$ cat config.mk
export PLATFORM = sky130hd
export DESIGN_NAME = oled_serial_rx
export DESIGN_NICKNAME = d
export VERILOG_FILES = /design/src/rtl/oled_serial_rx.sv
export SDC_FILE = /design/constraint.sdc
export NUM_CORES = 1
export LEC_CHECK = 0
export ABC_AREA = 1
export ABC_CLOCK_PERIOD_IN_PS = 2400
export CAP_MARGIN = 0
export CORE_UTILIZATION = 45
export CTS_CLUSTER_SIZE = 14
export DETAILED_ROUTE_END_ITERATION = 8
export PLACE_DENSITY = 0.63
export SYNTH_ARGS = -nofsm -noshare
export SYNTH_HDL_FRONTEND = slang
export SYNTH_SLANG_ARGS = --single-unit
export TNS_END_PERCENT = 50
$ cat constraint.sdc
create_clock -name clk -period 2.4 [get_ports clk]
set_input_delay 0.36 -clock clk [delete_from_list [all_inputs] [get_ports clk]]
set_output_delay 0.36 -clock clk [all_outputs]
set_load 0.01 [all_outputs]
$ cat src/rtl/oled_serial_rx.sv
// Receive-side decoder for the OLED 4-wire serial link: synchronises the pins, deserialises MSB-first bytes tagged with DC, and buffers them in a FIFO.
// Optional macro OLED_RX_TIMEOUT_EN discards stalled partial bytes after TIMEOUT_CYCLES idle clocks.
module oled_serial_rx #(
  parameter int unsigned SYNC_STAGES    = 2,
  parameter int unsigned FIFO_DEPTH     = 16,
  parameter int unsigned TIMEOUT_CYCLES = 1024
) (
  input  logic                          clk,
  input  logic                          rst,
  input  logic                          oled_nrst,
  input  logic                          oled_dc,
  input  logic [1:0]                    oled_d,
  output logic [8:0]                    m_tdata,
  output logic                          m_tvalid,
  input  logic                          m_tready,
  output logic [$clog2(FIFO_DEPTH):0]   fifo_level,
  output logic                          overflow,
  output logic                          frame_err,
  output logic                          rst_seen,
  input  logic                          clr
);

  localparam int unsigned AW = $clog2(FIFO_DEPTH);
  localparam int unsigned LW = AW + 1;

  localparam logic [1:0] ST_HOLD  = 2'd0;
  localparam logic [1:0] ST_IDLE  = 2'd1;
  localparam logic [1:0] ST_SHIFT = 2'd2;

  if (SYNC_STAGES < 2 || SYNC_STAGES > 4) begin : g_bad_sync
    $error("SYNC_STAGES must be 2..4");
  end
  if (FIFO_DEPTH < 4 || FIFO_DEPTH > 256 || (FIFO_DEPTH & (FIFO_DEPTH - 1)) != 0) begin : g_bad_depth
    $error("FIFO_DEPTH must be a power of two in 4..256");
  end
  if (TIMEOUT_CYCLES < 2) begin : g_bad_timeout
    $error("TIMEOUT_CYCLES must be at least 2");
  end

  // Pin synchronisers; NRST idles high so reset release cannot fake a falling edge
  logic [SYNC_STAGES-1:0] r_sync_sclk, r_sync_sdin, r_sync_dc, r_sync_nrst;
  logic w_sclk_s, w_sdin_s, w_dc_s, w_nrst_s;

  always_ff @(posedge clk or posedge rst) begin
    if (rst) begin
      r_sync_sclk <= '0;
      r_sync_sdin <= '0;
      r_sync_dc   <= '0;
      r_sync_nrst <= '1;
    end else begin
      r_sync_sclk <= {r_sync_sclk[SYNC_STAGES-2:0], oled_d[0]};
      r_sync_sdin <= {r_sync_sdin[SYNC_STAGES-2:0], oled_d[1]};
      r_sync_dc   <= {r_sync_dc[SYNC_STAGES-2:0], oled_dc};
      r_sync_nrst <= {r_sync_nrst[SYNC_STAGES-2:0], oled_nrst};
    end
  end

  assign w_sclk_s = r_sync_sclk[SYNC_STAGES-1];
  assign w_sdin_s = r_sync_sdin[SYNC_STAGES-1];
  assign w_dc_s   = r_sync_dc[SYNC_STAGES-1];
  assign w_nrst_s = r_sync_nrst[SYNC_STAGES-1];

  // Edge detection; SDIN/DC are captured alongside the rise pulse so they align
  logic r_sclk_d, r_sclk_rise, r_sdin_q, r_dc_q, r_nrst_d, r_rst_seen;

  always_ff @(posedge clk or posedge rst) begin
    if (rst) begin
      r_sclk_d    <= 1'b0;
      r_sclk_rise <= 1'b0;
      r_sdin_q    <= 1'b0;
      r_dc_q      <= 1'b0;
      r_nrst_d    <= 1'b1;
      r_rst_seen  <= 1'b0;
    end else begin
      r_sclk_d    <= w_sclk_s;
      r_sclk_rise <= w_sclk_s & ~r_sclk_d;
      r_sdin_q    <= w_sdin_s;
      r_dc_q      <= w_dc_s;
      r_nrst_d    <= w_nrst_s;
      r_rst_seen  <= r_nrst_d & ~w_nrst_s;
    end
  end

  logic [1:0] r_state, w_state_n;
  logic [7:0] r_sr, w_sr_n;
  logic [2:0] r_bit_cnt, w_bit_cnt_n;
  logic       r_push, w_push_n;
  logic [8:0] r_push_data, w_push_data_n;
  logic       w_frame_set;
`ifdef OLED_RX_TIMEOUT_EN
  localparam int unsigned TW = $clog2(TIMEOUT_CYCLES + 1);
  logic [TW-1:0] r_to_cnt, w_to_cnt_n;
`endif

  always_ff @(posedge clk or posedge rst) begin
    if (rst) begin
      r_state     <= ST_IDLE;
      r_sr        <= '0;
      r_bit_cnt   <= '0;
      r_push      <= 1'b0;
      r_push_data <= '0;
`ifdef OLED_RX_TIMEOUT_EN
      r_to_cnt    <= '0;
`endif
    end else begin
      r_state     <= w_state_n;
      r_sr        <= w_sr_n;
      r_bit_cnt   <= w_bit_cnt_n;
      r_push      <= w_push_n;
      r_push_data <= w_push_data_n;
`ifdef OLED_RX_TIMEOUT_EN
      r_to_cnt    <= w_to_cnt_n;
`endif
    end
  end

  // Next-state: NRST low overrides everything and silently drops any partial byte
  always_comb begin
    w_state_n     = r_state;
    w_sr_n        = r_sr;
    w_bit_cnt_n   = r_bit_cnt;
    w_push_n      = 1'b0;
    w_push_data_n = r_push_data;
    w_frame_set   = 1'b0;
`ifdef OLED_RX_TIMEOUT_EN
    w_to_cnt_n    = '0;
`endif
    if (!w_nrst_s) begin
      w_state_n   = ST_HOLD;
      w_sr_n      = '0;
      w_bit_cnt_n = '0;
    end else begin
      case (r_state)
        ST_HOLD: w_state_n = ST_IDLE;
        ST_IDLE, ST_SHIFT: begin
          if (r_sclk_rise) begin
            w_sr_n = {r_sr[6:0], r_sdin_q};
            if (r_bit_cnt == 3'd7) begin
              w_push_n      = 1'b1;
              w_push_data_n = {r_dc_q, r_sr[6:0], r_sdin_q};
              w_sr_n        = '0;
              w_bit_cnt_n   = '0;
              w_state_n     = ST_IDLE;
            end else begin
              w_bit_cnt_n = r_bit_cnt + 3'd1;
              w_state_n   = ST_SHIFT;
            end
          end
`ifdef OLED_RX_TIMEOUT_EN
          else if (r_state == ST_SHIFT) begin
            if (r_to_cnt == TW'(TIMEOUT_CYCLES - 1)) begin
              w_sr_n      = '0;
              w_bit_cnt_n = '0;
              w_state_n   = ST_IDLE;
              w_frame_set = 1'b1;
            end else begin
              w_to_cnt_n = r_to_cnt + TW'(1);
            end
          end
`endif
        end
        default: begin
          w_state_n   = ST_IDLE;
          w_sr_n      = '0;
          w_bit_cnt_n = '0;
        end
      endcase
    end
  end

  // Output FIFO; a push while full is only accepted if a pop frees the slot
  logic [8:0]    r_mem [FIFO_DEPTH];
  logic [AW-1:0] r_wr_ptr, r_rd_ptr;
  logic [LW-1:0] r_count, w_count_n;
  logic          r_tvalid, r_overflow, r_frame_err;
  logic          w_pop, w_full, w_wr_en, w_ovf_set;

  assign w_pop     = r_tvalid & m_tready;
  assign w_full    = (r_count == LW'(FIFO_DEPTH));
  assign w_wr_en   = r_push & (~w_full | w_pop);
  assign w_ovf_set = r_push & w_full & ~w_pop;
  assign w_count_n = r_count + LW'(w_wr_en) - LW'(w_pop);

  always_ff @(posedge clk) begin
    if (w_wr_en) r_mem[r_wr_ptr] <= r_push_data;
  end

  always_ff @(posedge clk or posedge rst) begin
    if (rst) begin
      r_wr_ptr    <= '0;
      r_rd_ptr    <= '0;
      r_count     <= '0;
      r_tvalid    <= 1'b0;
      r_overflow  <= 1'b0;
      r_frame_err <= 1'b0;
    end else begin
      if (w_wr_en) r_wr_ptr <= r_wr_ptr + AW'(1);
      if (w_pop)   r_rd_ptr <= r_rd_ptr + AW'(1);
      r_count     <= w_count_n;
      r_tvalid    <= (w_count_n != '0);
      r_overflow  <= w_ovf_set | (r_overflow & ~clr);
      r_frame_err <= w_frame_set | (r_frame_err & ~clr);
    end
  end

  assign m_tdata    = r_tvalid ? r_mem[r_rd_ptr] : 9'd0;
  assign m_tvalid   = r_tvalid;
  assign fifo_level = r_count;
  assign overflow   = r_overflow;
  assign frame_err  = r_frame_err;
  assign rst_seen   = r_rst_seen;

endmodule
==> results.tsv <==
stage	metric	value	unit
drt	drt pass-1 iters	5	
sta	max-slew violations	0	
clock_tree	CTS sink cnt	196	
drt	WL/cell	17.1	um
synth	post-synthesis net count	786	
grt	global-route wire length before repair	27800	um
layout	final net count	842	
place	placed instance count	1022	
worst_setup_path	Buf+Inv Stages, Crit Path	3	
worst_setup_path	critical path, cell by cell	clkinv_4 > buf_12 > nand2_1 > nand2_1 > nand2_1 > nand3_1 > nand3_2 > a21oi_2 > buf_2	
clock_tree	CTS root buf	clkbuf_16	
drt	total wire length	18100	um
pwr	PwrDens	1080	nW/um^2
worst_setup_path	CP max stage delay	460	ps
pwr	VDD IR max	832	uV
worst_setup_path	CP required	2040	ps
synth	Synth Cell Area	8300	um^2
sta	worst rel slew slack	46.7	%
clock_tree	Hold Buf Count CTS	0	
worst_setup_path	flop-to-flop setup slack	190	ps
place	I/O Buffers	25	
drt	uppermost routed layer	met4	
layout	commonest cells after routing, fill and taps aside	nand2_1 (230), edfxtp_1 (144), inv_1 (100)	
sta	FMAX	427	MHz
synth	sequential-to-total area share from yosys stat	67.8	%
worst_setup_path	Critical-path top delay cell	dfrtp_2	
clock_tree	clock tree from TritonCTS	built	
floorplan	die area	19000	um^2
worst_setup_path	Reg2Reg Depth	11	
floorplan	num ports	26	
layout	fillcell total	1515	
layout	share of cells above drive strength 1	18.0	%
synth	Ys Warns	0	
drt	DR iter-0 viols	489	
sta	period utilization	97.6	%
floorplan	row cnt	49	
clock_tree	worst skew pair latency	440	ps
sta	Final min period	2340	ps
drt	met2 wire len	9120	um
sta	Worst-Margin Slew	800	ps
clock_tree	CTS Buf Count	17	
synth	Post-Syn Area per Cell	10.9	um^2
grt	initial antenna violation count	0	
worst_setup_path	CP most frequent cell	nand2_1	
layout	commonest non-fill, non-tap cell in the layout	nand2_1	
drt	Met1 Wirelength	7760	um
layout	Ant. Diodes	0	
worst_setup_path	CP Data Arrival Time	1980	ps
drt	metal3 WL	881	um
worst_setup_path	Crit path max-delay family	flip-flops	
synth	Synth Register Bits	196	
floorplan	Initial Utilization	46.0	%
sta	unrepaired setup endpoints after global routing	true	
layout	Final Non-Filler Cells	1062	
grt	global route overflow	0	
floorplan	Core Area	18000	um^2
grt	largest net degree at the start of global routing	38	
pwr	Static Leak	4.32	nW
clock_tree	clock-pin slew on the worst setup and hold paths	70	ps
pwr	total power	10.7	mW
place	hpwl dp	10700	um
worst_setup_path	largest fanout on the critical path	18	
synth	Post-Syn Instances	764	
worst_setup_path	CP Capture Type	output port	
worst_setup_path	Startpoint Class	register	
sta	hold violation total from the final report	0	
run	MaxCap Viol Count	0	
clock_tree	CTS Buffer Depth	2	
place	Routability Congestion	0.858	
worst_setup_path	CP Depth	9	
drt	Via Count	5504	
grt	Total Routing Usage GR	20.3	%
worst_setup_path	worst reg2reg startpoint	fifo_level[3]	
drt	Final ANT Viol Nets	0	
clock_tree	H-Tree Depth	4	
worst_hold_path	Worst Hold Class	primary input to asynchronous set/reset pin	
worst_setup_path	Crit Reg-Reg Endpoint	m_tvalid	
synth	Netlist cell types	29	
grt	vias in the first global route	5310	
sta	setup violators final	0	
run_status	status	finished clean	
drt	DRC viols	0	
worst_setup_path	Setup CP Type	register to output port	
sta	Setup Skew	9.44	ps
floorplan	Die X	138	um
drt	Vias per Instance	5.18	
floorplan	Die Ht	138	um
layout	Area Overhead vs Synth	19.3	%
## per-layer routing
| layer | global-route usage [%] | vias to the layer above |
|---|---|---|
| li1 | - | 2622 |
| met1 | 25.7 | 2698 |
| met2 | 34.5 | 154 |
| met3 | 3.90 | 30 |
| met4 | 7.79 | 0 |
| met5 | 0 | - |
## sequential cells by signal, summed over array words and instances (netlist names), 2 cells and up
register / cells
r_sr: 7
r_bit_cnt: 3
r_sync_sdin: 2
r_mem: 144
r_wr_ptr: 4
r_sync_nrst: 2
r_rd_ptr: 4
r_push_data: 9
r_sync_sclk: 2
r_sync_dc: 2
fifo_level: 5
r_state: 2
## what timing repair did
item | in CTS | in global routing
setup buffers | 1 | 3
gates resized for setup | 46 | 47
pin swaps | 3 | 24
cloned | 3 | 2
setup endpoints to repair | 9 | 9
## metrics by stage
| stage | hold slack [ps] | TNS (ps) | instance area, um^2 | utilization [%] | worst slack (ps) |
|---|---|---|---|---|---|
| after floorplan | 331 | 0 | 8300 | - | 274 |
| after global placement | 334 | 0 | 8960 | 49.7 | 29.8 |
| after detailed placement | 335 | -112 | 8960 | 49.7 | -73.3 |
| after CTS | 277 | -92.9 | 9690 | 53.8 | -50.2 |
| after global routing | 318 | -143 | 9900 | 54.9 | -29.9 |
| final | 268 | 0 | 9900 | 54.9 | 57.5 |
## area by class of cell
type / count / area (um^2) / share of cell area, %
clock inverter: 14 / 131 / 1.33
clock buffer: 18 / 450 / 4.55
sequential: 196 / 5630 / 56.9
timing repair buffer: 66 / 688 / 6.95
inverter: 106 / 403 / 4.07
multi-input combinational: 433 / 2310 / 23.3
tap: 229 / 287 / 2.89
## how the worst max path moves through the flow
stage                        startpoint      endpoint  slack (ps)
after global placement         m_tready      m_tvalid          30
after floorplan           fifo_level[2]  r_mem[10][0]         270
after CTS                   r_rd_ptr[0]    m_tdata[1]         -50
after detailed placement       m_tready      m_tvalid         -70
final                       r_rd_ptr[0]    m_tdata[5]          60
after global routing        r_rd_ptr[0]    m_tdata[5]         -30
## power by group
| group | internal (mW) | total, mW | switching, mW |
|---|---|---|---|
| clock | 1.44 | 2.77 | 1.33 |
| sequential | 3.72 | 3.84 | 0.117 |
| combinational | 1.61 | 4.07 | 2.46 |
## worst reg2reg max path: cells and delay by family (launching register included)
kind | cells | cell delay, ps
fa+ha+maj | 3 | 800
compound gates | 2 | 260
xor+xnor | 1 | 190
simple gates | 4 | 350
buf+inv | 1 | 90
flops | 1 | 410
## kinds of logic (layout without fill, tap and decap cells)
kind of cell	count (synthesis)	count (layout)	share of synthesized area, %
and+or+nand+nor	371	371	18.9
DFF	196	196	67.8
buffers and inverters	135	204	7.16
AOI/OAI and AO/OA	35	35	2.40
adders and majority gates	14	14	2.20
xor gates and xnor gates	10	10	1.06
muxes	3	3	0.407
## synthesized netlist by cell type (all sizes together)
cell type	number	area [um^2]
a21oi	18	90.1
o31ai	2	15.0
nand2	237	895
nor2	19	91.3
nand4	3	25.0
o21ai	9	45.0
o32ai	4	35.0
nand3	99	495
clkinv	3	11.3
nor3	13	65.1
mux2	3	33.8
ha	13	163
clkbuf	2	7.51
o22ai	1	6.26
xor2	10	87.6
dfstp	4	105
o21bai	1	7.51
dfrtp	48	1200
edfxtp	144	4320
inv	103	387
fa	1	20.0
buf	27	189
No activity file was read; power rests on OpenSTA's default activity.
